### config.mk
export PLATFORM = sky130hd
export DESIGN_NAME = div_iter
export DESIGN_NICKNAME = d
export VERILOG_FILES = /design/src/rtl/div_iter.sv
export SDC_FILE = /design/constraint.sdc
export NUM_CORES = 1
export LEC_CHECK = 0
export CAP_MARGIN = 20
export CELL_PAD_IN_SITES_DETAIL_PLACEMENT = 1
export CELL_PAD_IN_SITES_GLOBAL_PLACEMENT = 1
export CORE_UTILIZATION = 42
export CTS_CLUSTER_SIZE = 28
export DETAILED_ROUTE_END_ITERATION = 7
export PLACE_DENSITY = 0.78
export SYNTH_ARGS = -nofsm -noshare
export SYNTH_HDL_FRONTEND = slang
export SYNTH_SLANG_ARGS = --single-unit
### constraint.sdc
create_clock -name clk -period 4.9 [get_ports clk]
set_clock_uncertainty 0.1 [all_clocks]
set_input_delay 0.49 -clock clk [delete_from_list [all_inputs] [get_ports clk]]
set_output_delay 0.49 -clock clk [all_outputs]
set_load 0.05 [all_outputs]
### src/rtl/div_iter.sv
// ---------------------------------------------------------------------------
// div_iter -- iterative radix-2 restoring divider, signed or unsigned.
//
// One operation at a time. Each operation takes a fixed number of cycles:
// WIDTH CALC steps, one FIX step for sign and exception correction, then DONE,
// where the result is held until the consumer takes it.
//
// Ports
//   clk        : clock, every state update happens on its rising edge
//   rst        : synchronous active-high reset
//   in_valid   : dividend / divisor / is_signed are valid
//   in_ready   : high in IDLE only; an accept is in_valid & in_ready & !flush
//   dividend   : numerator, WIDTH bits
//   divisor    : denominator, WIDTH bits
//   is_signed  : 1 = two's-complement operands, 0 = unsigned
//   flush      : abort any operation in flight and return to IDLE
//   out_valid  : quotient / remainder are valid (DONE state)
//   out_ready  : the consumer takes the result
//   quotient   : result quotient, held at its last value outside DONE
//   remainder  : result remainder, held at its last value outside DONE
// ---------------------------------------------------------------------------
module div_iter #(
    parameter int WIDTH = 32
) (
    input  logic             clk,
    input  logic             rst,
    input  logic             in_valid,
    output logic             in_ready,
    input  logic [WIDTH-1:0] dividend,
    input  logic [WIDTH-1:0] divisor,
    input  logic             is_signed,
    input  logic             flush,
    output logic             out_valid,
    input  logic             out_ready,
    output logic [WIDTH-1:0] quotient,
    output logic [WIDTH-1:0] remainder
);

    localparam int CW = (WIDTH > 1) ? $clog2(WIDTH) : 1;

    typedef enum logic [1:0] {
        IDLE = 2'd0,
        CALC = 2'd1,
        FIX  = 2'd2,
        DONE = 2'd3
    } state_t;

    state_t r_state;
    state_t w_state_next;

    logic [CW-1:0]    r_cnt;
    logic [WIDTH-1:0] r_rem;          // partial remainder
    logic [WIDTH-1:0] r_quo;          // holds |dividend| bits, becomes quotient
    logic [WIDTH-1:0] r_div;          // |divisor|
    logic             r_neg_q;
    logic             r_neg_r;
    logic [WIDTH-1:0] r_dividend;     // raw operands, needed for divide-by-zero
    logic [WIDTH-1:0] r_divisor;
    logic [WIDTH-1:0] r_quotient;
    logic [WIDTH-1:0] r_remainder;

    logic             w_accept;
    logic             w_last;
    logic [WIDTH-1:0] w_abs_a;
    logic [WIDTH-1:0] w_abs_b;
    logic [WIDTH:0]   w_shift;
    logic [WIDTH:0]   w_diff;

    assign in_ready  = (r_state == IDLE);
    assign out_valid = (r_state == DONE);
    assign quotient  = r_quotient;
    assign remainder = r_remainder;

    // flush wins over a simultaneous request in IDLE
    assign w_accept = in_valid && (r_state == IDLE) && !flush;
    assign w_last   = (r_cnt == CW'(WIDTH - 1));

    // Magnitudes; the most negative value maps onto itself, which read as an
    // unsigned magnitude is exactly right.
    assign w_abs_a = (is_signed && dividend[WIDTH-1]) ? -dividend : dividend;
    assign w_abs_b = (is_signed && divisor[WIDTH-1])  ? -divisor  : divisor;

    // One restoring step: shift the next dividend bit into the partial
    // remainder and trial-subtract. The partial remainder is always below the
    // divisor, so the WIDTH+1-bit difference has its top bit set exactly when
    // the trial goes negative.
    assign w_shift = {r_rem, r_quo[WIDTH-1]};
    assign w_diff  = w_shift - {1'b0, r_div};

    // -------------------------------------------------------------------
    // FSM state register
    // -------------------------------------------------------------------
    always_ff @(posedge clk) begin
        if (rst) begin
            r_state <= IDLE;
        end else begin
            r_state <= w_state_next;
        end
    end

    // -------------------------------------------------------------------
    // FSM next state
    // -------------------------------------------------------------------
    always_comb begin
        w_state_next = r_state;
        case (r_state)
            IDLE: if (w_accept) w_state_next = CALC;
            CALC: if (w_last) w_state_next = FIX;
            FIX:  w_state_next = DONE;
            DONE: if (out_ready) w_state_next = IDLE;
            default: w_state_next = IDLE;
        endcase
        if (flush) begin
            w_state_next = IDLE;
        end
    end

    // -------------------------------------------------------------------
    // Datapath
    // -------------------------------------------------------------------
    always_ff @(posedge clk) begin
        if (rst) begin
            r_cnt       <= '0;
            r_rem       <= '0;
            r_quo       <= '0;
            r_div       <= '0;
            r_neg_q     <= 1'b0;
            r_neg_r     <= 1'b0;
            r_dividend  <= '0;
            r_divisor   <= '0;
            r_quotient  <= '0;
            r_remainder <= '0;
        end else begin
            case (r_state)
                IDLE: begin
                    if (w_accept) begin
                        r_cnt      <= '0;
                        r_rem      <= '0;
                        r_quo      <= w_abs_a;
                        r_div      <= w_abs_b;
                        r_neg_q    <= is_signed && (dividend[WIDTH-1] ^ divisor[WIDTH-1]);
                        r_neg_r    <= is_signed && dividend[WIDTH-1];
                        r_dividend <= dividend;
                        r_divisor  <= divisor;
                    end
                end
                CALC: begin
                    if (w_diff[WIDTH]) begin
                        r_rem <= w_shift[WIDTH-1:0];          // restore
                    end else begin
                        r_rem <= w_diff[WIDTH-1:0];
                    end
                    r_quo <= {r_quo[WIDTH-2:0], ~w_diff[WIDTH]};
                    r_cnt <= r_cnt + 1'b1;
                end
                FIX: begin
                    // Divide-by-zero is forced here rather than trusting the
                    // loop, since the sign fix would otherwise corrupt it.
                    if (r_divisor == '0) begin
                        r_quotient  <= '1;
                        r_remainder <= r_dividend;
                    end else begin
                        r_quotient  <= r_neg_q ? -r_quo : r_quo;
                        r_remainder <= r_neg_r ? -r_rem : r_rem;
                    end
                end
                default: begin
                end
            endcase
        end
    end

endmodule

==> out/results.tsv, run 1 <==
metric	value	unit
Final Wtd Congestion	0.870	
Filler cells	3787	
post-DR vias/cell	5.82	
Post-CTS Resized	0	
port buffer count	135	
most frequent cell after synthesis	nand2_1	
ys flop type	dfxtp_1	
Final Cycle Share	84.4	%
area of the core	30800	sq um
Final Critical Period	4.14	ns
DRC viols	16	
final hold vios	0	
EDFF count, synth	0	
die width	180	um
Crit path arrival time	4.41	ns
post-route insts no fill	2261	
slew of the pin with the lowest slew margin	1.06	ns
synthesis-stage register bit count	232	
Reg clk slew, reported paths	0.06	ns
maximum root-to-sink buffer count	3	
Crit Path Max Fanout	15	
Yosys top cell area share	35.0	%
vias post-DR	13200	
critical path class	reg -> reg	
Setup Fix Bufs, Post-CTS	0	
largest net degree at the start of global routing	98	
share of cells above drive strength 1	4.83	%
I/O Pins	136	
DRT iter0 DRCs	1049	
Int Pwr	3.46	mW
Sw Share	28.5	%
synth cell count leaders	nand2_1 (327), dfxtp_1 (232), a21oi_1 (169), nor2_1 (169), clkbuf_1 (104)	
diode count	0	
vias in the first global route	13400	
routed wire length	44.8	mm
DR pass1 iterations	7	
FF-to-FF setup slack	0.76	ns
Routed wire per std cell	19.8	um
grt ovf	0	
Seq pwr share	41.6	%
Die Ht	180	um
Max VDD drop	0.248	mV
Clock Power Share	42.1	%
Async SR Flop Fraction	0	%
Placed Instances	2210	
Seq/Total Area, Yosys	35.0	%
net count of the mapped netlist	1884	
gr usage total	27.2	%
Syn. warnings	0	
Starting Density	43.0	%
clk sink count	232	
Clock Tree Root	clkbuf_16	
row count	64	
CP Launch Type	flop	
first-pass GRT wire length	71.1	mm
combinational group share of total power	16.2	%
CTS Buf Count	27	
failing checks	design-rule violations	
Nets	1959	
P_sw	1.38	mW
CP required	5.17	ns
post-synth top area cell	dfxtp_1	
Slew Limit Headroom	29.3	%
total die area	32300	sq um
max-cap violations	0	
initial antenna violation count	0	
CTS tree	built	
H-Tree Depth	1	
top post-synthesis cells by area	dfxtp_1 (35%), nand2_1 (9.3%), a21oi_1 (6.4%)	
run status	finished, violations left	
Final Max Tran Viols	0	
Syn Area/Cell	7.49	sq um
Hold Crit Class	reg -> reg	
pwr dens	305	nW/um^2
DP HPWL	33.0	mm
Crit. End Element	flop	
post-route ant nets	0	
Post-Syn Area	13300	sq um
CTS Hold Bufs	0	
Fmax achieved	242	MHz
Synth-to-Final Area Change	19.5	%
TNS Setup	0	ns
later-pin clock latency in the skew report	0.54	ns
number of setup violations in the final report	0	
synth unique cells	65	
Gate Count Post-Synth	1771	
RSZ-0062 raised after global routing	no	
Leak Pwr	5.73	nW
==> final timing paths <==
kind                                                 start                         end  cells past startpoint
worst max-delay path                 r_rem[0]$_SDFFE_PP0P_       r_quo[0]$_SDFFE_PP0P_                     14
worst min-delay path            r_divisor[19]$_SDFFE_PP0P_  r_divisor[19]$_SDFFE_PP0P_                      2
worst max register to register       r_rem[0]$_SDFFE_PP0P_       r_quo[0]$_SDFFE_PP0P_                     14
worst min register to register  r_divisor[19]$_SDFFE_PP0P_  r_divisor[19]$_SDFFE_PP0P_                      2
==> sequential cells by signal, summed over array words and instances (netlist names) <==
signal / flops
r_cnt: 5
r_neg_q: 1
r_div: 32
r_quo: 32
r_rem: 32
remainder: 32
r_neg_r: 1
r_dividend: 32
r_divisor: 31
r_state: 2
quotient: 32
==> layer usage <==
metal / share of wire [%] / track usage, % / vias to the layer above
met3: 4.2 / 2.94 / 103
met4: 4.2 / 11.7 / 0
met5: 0 / 0 / -
li1: - / - / 6357
met2: 47 / 46.8 / 316
met1: 45 / 34.4 / 6374
==> layout make-up <==
| class | count | area, sq um | area share [%] |
|---|---|---|---|
| well taps | 396 | 495 | 3.13 |
| flip-flops and latches | 232 | 4640 | 29.3 |
| multi-input cells | 1369 | 8000 | 50.5 |
| repair buffers | 159 | 1610 | 10.1 |
| clock buffers | 36 | 779 | 4.92 |
| inverters | 57 | 214 | 1.35 |
| clock inverters | 12 | 113 | 0.711 |
==> stage by stage <==
step	total power, mW	worst slack (ns)	instance area [sq um]	hold WS (ns)	utilization [%]
after floorplan	2.54	1.43	13300	0.336	-
after CTS	4.87	0.785	15800	0.357	51.2
after global routing	5.03	0.489	15800	0.375	51.4
final	4.84	0.763	15800	0.355	51.4
after detailed placement	2.83	0.814	14900	0.349	48.3
after global placement	2.80	0.898	14900	0.343	48.3
==> worst max-delay path, cell delays in order, from the launching register on <==
cell and delay [ns]:
dfxtp_1 0.45, inv_1 0.14, fa_1 0.47, nor2b_1 0.19, o2111ai_1 0.15, a21oi_1 0.26, o211ai_1 0.16, a21oi_1 0.22
o21bai_1 0.17, a21boi_0 0.37, a211oi_1 0.13, buf_4 0.21, nor2_1 0.53, buf_4 0.30, a221oi_1 0.10
==> power by group through the flow <==
stage / logic, mW / clock network (mW) / registers [mW]
final: 0.784 / 2.04 / 2.01
after global routing: 0.858 / 2.15 / 2.02
after CTS: 0.776 / 2.07 / 2.02
after detailed placement: 0.769 / 0 / 2.06
after global placement: 0.752 / 0 / 2.05
after floorplan: 0.493 / 0 / 2.05
==> placed cells by master, fill, tap and decap left out, drive strengths merged, types with 8 or more instances in the layout <==
master	synthesis	layout
a211oi	36	36
a21oi	169	169
a311oi	8	8
buf	9	25
clkbuf	104	36
clkdlybuf4s50	0	134
clkinv	0	9
dfxtp	232	232
ha	42	42
inv	57	57
mux2i	21	21
nand2	327	327
nand2b	22	22
nand3	25	25
nand4	34	34
nor2	169	169
nor2b	10	10
nor3	31	31
nor4	17	17
o211ai	35	35
o21ai	103	103
o22ai	40	40
o31ai	25	25
o41ai	14	14
or3	13	13
or4	14	14
xnor2	82	82
xor2	57	57
==> kinds of logic after synthesis <==
| kind of cell | after synthesis | share of synthesized area [%] |
|---|---|---|
| AOI/OAI and AO/OA | 481 | 22.4 |
| muxes | 21 | 1.59 |
| and+or+nand+nor | 685 | 22.8 |
| xor gates and xnor gates | 139 | 9.18 |
| buffers and inverters | 170 | 4.88 |
| DFF | 232 | 35.0 |
| adders and majority gates | 43 | 4.12 |
No activity file was read; power rests on OpenSTA's default activity.
==> run 2, diff against run 1 <==
clock period = 4.3 ns   (was 4.9 ns; I/O delays follow)
==> run 2 against run 1 <==
  * The flow still finishes with violations (design-rule violations)
  * Sequential power up 14%
  * Highest routed layer unchanged
  * Worst setup slack got worse by 0.28 ns
  * Global-route usage up 0.46 points
  * Wire length rose by 0.29%
  * Critical endpoint is now r_rem[17]$_SDFFE_PP0P_
  * First-iteration DRC count down 26%
  * Total power is 18% higher
  * Cell area grew 0.29%
  * Critical path type unchanged
  * Hold slack got worse by 0.068 ns
  * Clock power up 22%
  * Sequential share of layout area shrank 0.085 points
  * Flip-flop and latch count did not move
==> out/results.tsv, run 2 (synthesized netlist as in run 1, its figures left out) <==
metric	value	unit	change
max-cap violations	0		unchanged
die width	180	um	unchanged
Final Wtd Congestion	0.865		-0.66%
largest net degree at the start of global routing	107		+9.2%
grt ovf	0		unchanged
Crit. End Element	flop		
Max VDD drop	0.346	mV	+39%
total die area	32300	sq um	unchanged
Die Ht	180	um	unchanged
pwr dens	358	nW/um^2	+17%
Fmax achieved	262	MHz	+8.2%
Nets	1960		+0.051%
port buffer count	135		unchanged
Clock Tree Root	clkbuf_16		
I/O Pins	136		unchanged
critical path class	reg -> reg		
post-DR vias/cell	5.83		+0.24%
Final Cycle Share	88.9	%	+4.5 points
Setup Fix Bufs, Post-CTS	0		unchanged
first-pass GRT wire length	72.4	mm	+1.8%
Starting Density	43.0	%	unchanged
RSZ-0062 raised after global routing	no		
post-route ant nets	0		unchanged
Final Critical Period	3.82	ns	-0.315 ns
vias post-DR	13200		+0.33%
number of setup violations in the final report	0		unchanged
utilization after layout	51.6	%	+0.15 points
Reg clk slew, reported paths	0.06	ns	about the same
initial antenna violation count	0		unchanged
run status	finished, violations left		
CP required	4.69	ns	-0.48 ns
Slew Limit Headroom	31.9	%	+2.6 points
failing checks	design-rule violations		
commonest non-fill, non-tap cell in the layout	nand2_1		
row count	64		unchanged
Hold Crit Class	in -> reg		
TNS Setup	0	ns	unchanged
DRC viols	16		unchanged
later-pin clock latency in the skew report	0.55	ns	about the same
DR pass1 iterations	7		unchanged
maximum root-to-sink buffer count	3		unchanged
CTS tree	built		
gr usage total	27.6	%	+0.46 points
vias in the first global route	13400		+0.61%
slew of the pin with the lowest slew margin	1.02	ns	-0.0392 ns
Routed wire per std cell	19.9	um	+0.21%
share of cells above drive strength 1	5.03	%	+0.21 points
diode count	0		unchanged
clk sink count	232		unchanged
DRT iter0 DRCs	779		-26%
smallest hold slack	0.287	ns	-0.0680 ns
Synth-to-Final Area Change	19.9	%	
Final Max Tran Viols	0		unchanged
Crit path arrival time	4.21	ns	-0.20 ns
routed wire length	44.9	mm	+0.29%
CP Launch Type	flop		
Leak Pwr	5.76	nW	+0.44%
FF-to-FF setup slack	0.48	ns	-0.28 ns
CTS Buf Count	28		+3.7%
commonest non-fill, non-tap cells in the layout	nand2_1 (327), dfxtp_1 (232), a21oi_1 (169)		
area of the core	30800	sq um	unchanged
DP HPWL	33.1	mm	+0.22%
final hold vios	0		unchanged
H-Tree Depth	1		unchanged
Crit Path Max Fanout	30		+15
run 2: path summary, 6_finish.rpt:
kind,start,end,depth (start not counted)
worst min register to register,r_divisor[11]$_SDFFE_PP0P_,r_divisor[11]$_SDFFE_PP0P_,2
worst max-delay path,r_quo[31]$_SDFFE_PP0P_,r_rem[17]$_SDFFE_PP0P_,13
worst max register to register,r_quo[31]$_SDFFE_PP0P_,r_rem[17]$_SDFFE_PP0P_,13
worst min-delay path,rst,quotient[31]$_SDFFE_PP0P_,2
run 2: cell type report:
class	count	area, sq um
Sequential cell	232	4640
Clock buffer	38	828
Inverter	57	214
Multi-Input combinational cell	1369	8000
Tap cell	396	495
Timing Repair Buffer	159	1570
Fill cell	3821	14900
Clock inverter	12	149
run 2: layer usage:
layer | global-route usage, % | wire length [um] | up-vias
met5 | 0 | 0 | -
met4 | 9.17 | 1370 | 0
met3 | 2.88 | 1710 | 63
met2 | 48.2 | 21700 | 263
met1 | 35.6 | 20200 | 6496
li1 | - | - | 6371
run 2: repair_timing:
action / in CTS / in global routing
resized for setup: 0 / 1
hold endpoints to repair: 0 / 0
hold buffers: 0 / 0
setup endpoints to repair: 0 / 8
run 2: worst max-delay path, stage by stage, from the launching register on:
cell	delay (ns)
dfxtp_1	0.34
inv_1	0.09
ha_1	0.24
fa_1	0.41
nor2b_1	0.21
o2111ai_1	0.16
a21oi_1	0.27
o211ai_1	0.16
a21oi_1	0.21
o21bai_1	0.16
a21o_1	0.20
a211o_1	0.67
a211oi_1	0.38
a311o_1	0.15
run 2: where the power goes:
group | switching [mW] | internal (mW) | total (mW) | leakage, nW
sequential | 0.0664 | 2.23 | 2.30 | 1.89
clock | 0.974 | 1.52 | 2.49 | 0.488
combinational | 0.567 | 0.326 | 0.893 | 3.38
total | 1.61 | 4.07 | 5.68 | 5.76
run 2: per-stage QoR:
stage	area [sq um]	total power [mW]	setup WS, ns	std cells
after floorplan	13300	2.89	0.827	1771
after global routing	15900	5.90	0.0982	2263
final	15900	5.68	0.478	2263
after CTS	15900	5.72	0.344	2262
after detailed placement	14900	3.23	0.419	2212
after global placement	14900	3.20	0.495	2212
==> run 3, diff against run 2 <==
CORE_MARGIN = 2   (was unset)
==> run 3 against run 2 <==
  * The run now ends clean
  * Cell count grew 0.40%
  * Worst setup slack lost 0.069 ns
  * Sequential power is essentially flat
  * Highest routed layer unchanged
  * Largest power group unchanged
  * Combinational power shrank 2%
  * Via count shrank 0.80%
  * Critical path type unchanged
  * Count of clock-buffer cells in the layout grew 4
==> out/results.tsv, run 3 (synthesized netlist as in run 1, its figures left out) <==
metric	value	unit	change
final hold vios	0		unchanged
RSZ-0062 raised after global routing	no		
vias post-DR	13100		-0.80%
Final Max Tran Viols	0		unchanged
I/O Pins	136		unchanged
Slew Limit Headroom	28.4	%	-3.5 points
CTS tree	built		
Bufs and invs on worst path	2		+1
Starting Density	42.3	%	-0.66 points
commonest non-fill, non-tap cell in the layout	nand2_1		
slew of the pin with the lowest slew margin	1.07	ns	+0.0527 ns
share of cells above drive strength 1	5.03	%	-0.0081 points
Synth-to-Final Area Change	19.8	%	about the same
largest net degree at the start of global routing	128		+20%
Critical-path top delay cell	a21boi_0		
number of setup violations in the final report	0		unchanged
max-cap violations	0		unchanged
DRC viols	0		-16
DR pass1 iterations	5		-2
pwr dens	353	nW/um^2	-1.2%
row count	65		+1.6%
later-pin clock latency in the skew report	0.55	ns	about the same
Final Wtd Congestion	0.887		+2.6%
FF-to-FF setup slack	0.41	ns	-0.07 ns
smallest hold slack	0.289	ns	+0.00198 ns
Leak Pwr	5.75	nW	about the same
Filler cells	3877		+1.5%
grt ovf	0		unchanged
utilization after layout	50.7	%	-0.83 points
total power	5.61	mW	-1.2%
Hold Crit Class	in -> reg		
DP HPWL	32.1	mm	-2.8%
critical path's largest stage delay	0.44	ns	-0.23 ns
Placed Instances	2219		+0.32%
DRT iter0 DRCs	638		-18%
Reg clk slew, reported paths	0.06	ns	about the same
Crit path arrival time	4.25	ns	+0.04 ns
post-route ant nets	0		unchanged
Routed wire per std cell	19.3	um	-2.6%
diode count	0		unchanged
Crit Path Max Fanout	14		-53%
port buffer count	135		unchanged
Final Critical Period	3.89	ns	+0.0690 ns
TNS Setup	0	ns	unchanged
family with the most delay on the worst path	compound AO/OA/AOI/OAI gates		
vias in the first global route	13100		-2.7%
Cell Chain, Critical Path	inv_1 -> ha_1 -> fa_1 -> nor2b_1 -> o2111ai_1 -> a21oi_1 -> o211ai_1 -> a21oi_1 -> o21bai_1 -> a21boi_0 -> a211o_2 -> buf_4 -> a21oi_1 -> o31ai_1		
maximum root-to-sink buffer count	3		unchanged
Die Ht	182	um	+1.1%
multi-input logic area	8000	sq um	about the same
commonest non-fill, non-tap cells in the layout	nand2_1 (327), dfxtp_1 (232), a21oi_1 (169)		
area of the core	31300	sq um	+1.6%
Nets	1961		+0.051%
post-DR vias/cell	5.76		-1.2%
clk sink count	232		unchanged
CTS Hold Bufs	0		unchanged
gr usage total	26.2	%	-1.4 points
first-pass GRT wire length	70.2	mm	-3.0%
H-Tree Depth	1		unchanged
crit-path most repeated cell	a21oi_1		
Reg area	4640	sq um	unchanged
Crit. End Element	flop		
CTS Buf Count	28		unchanged
run status	finished, final reports clean		
Final Cycle Share	90.5	%	+1.6 points
Clock Tree Root	clkbuf_16		
Max VDD drop	0.266	mV	-23%
CP required	4.66	ns	-0.03 ns
Fmax achieved	257	MHz	-1.8%
die width	182	um	+1.1%
routed wire length	43.9	mm	-2.2%
CP Launch Type	flop		
total die area	33000	sq um	+2.2%
critical path class	reg -> reg		
initial antenna violation count	0		unchanged
post-route insts no fill	2272		+0.40%
[run 3: cell types whose count changed in the layout (fill, tap and decap cells not counted), sizes merged]
cell	before	now
buf	25	26
clkbuf	38	42
clkinvlp	1	0
bufinv	3	2
[run 3: stage by stage]
| stage | setup slack (ns) | cell area [sq um] |
|---|---|---|
| 2_1_floorplan | 0.827 | 13300 |
| 3_3_place_gp | 0.502 | 14900 |
| 3_5_place_dp | 0.421 | 14900 |
| 4_1_cts | 0.305 | 15900 |
| 5_1_grt | 0.0930 | 15900 |
| 6_report | 0.409 | 15900 |
[run 3: layer usage]
metal / GRT usage (%) / vias up / part of all wire (%)
li1: - / 6371 / -
met1: 33.8 / 6359 / 45
met2: 45.5 / 278 / 47
met3: 2.95 / 79 / 3.9
met4: 9.27 / 0 / 3.7
met5: 0 / - / 0
[run 3: layout make-up]
cell class / count / share of cell area, %
multi-input cells: 1369 / 50.4
flip-flops and latches: 232 / 29.2
repair buffers: 160 / 9.82
clock buffers: 42 / 5.38
well taps: 402 / 3.17
inverters: 57 / 1.35
clock inverters: 10 / 0.654
[run 3: path summary, 6_finish.rpt]
path,start,to,cells past startpoint
worst min register to register,r_dividend[18]$_SDFFE_PP0P_,r_dividend[18]$_SDFFE_PP0P_,2
worst max register to register,r_quo[31]$_SDFFE_PP0P_,r_rem[20]$_SDFFE_PP0P_,14
worst min-delay path,rst,r_divisor[20]$_SDFFE_PP0P_,2
worst max-delay path,r_quo[31]$_SDFFE_PP0P_,r_rem[20]$_SDFFE_PP0P_,14
[run 3: timing repair]
action,CTS,global route
buffers inserted,0,0
setup endpoints to repair,0,6
gates resized for setup,0,2
[run 3: report_power, final]
part | switching (mW) | total (mW) | internal, mW | leakage [nW]
clock | 0.952 | 2.44 | 1.48 | 0.481
sequential | 0.0683 | 2.30 | 2.23 | 1.89
combinational | 0.556 | 0.878 | 0.322 | 3.38
[run 3: worst register-to-register path: cells and delay by family, from the launching register on]
| kind | cells | cell delay, ns |
|---|---|---|
| DFF | 1 | 0.33 |
| AOI/OAI and AO/OA | 9 | 2.16 |
| and+or+nand+nor | 1 | 0.24 |
| buffers and inverters | 2 | 0.34 |
| adders and majority gates | 2 | 0.63 |
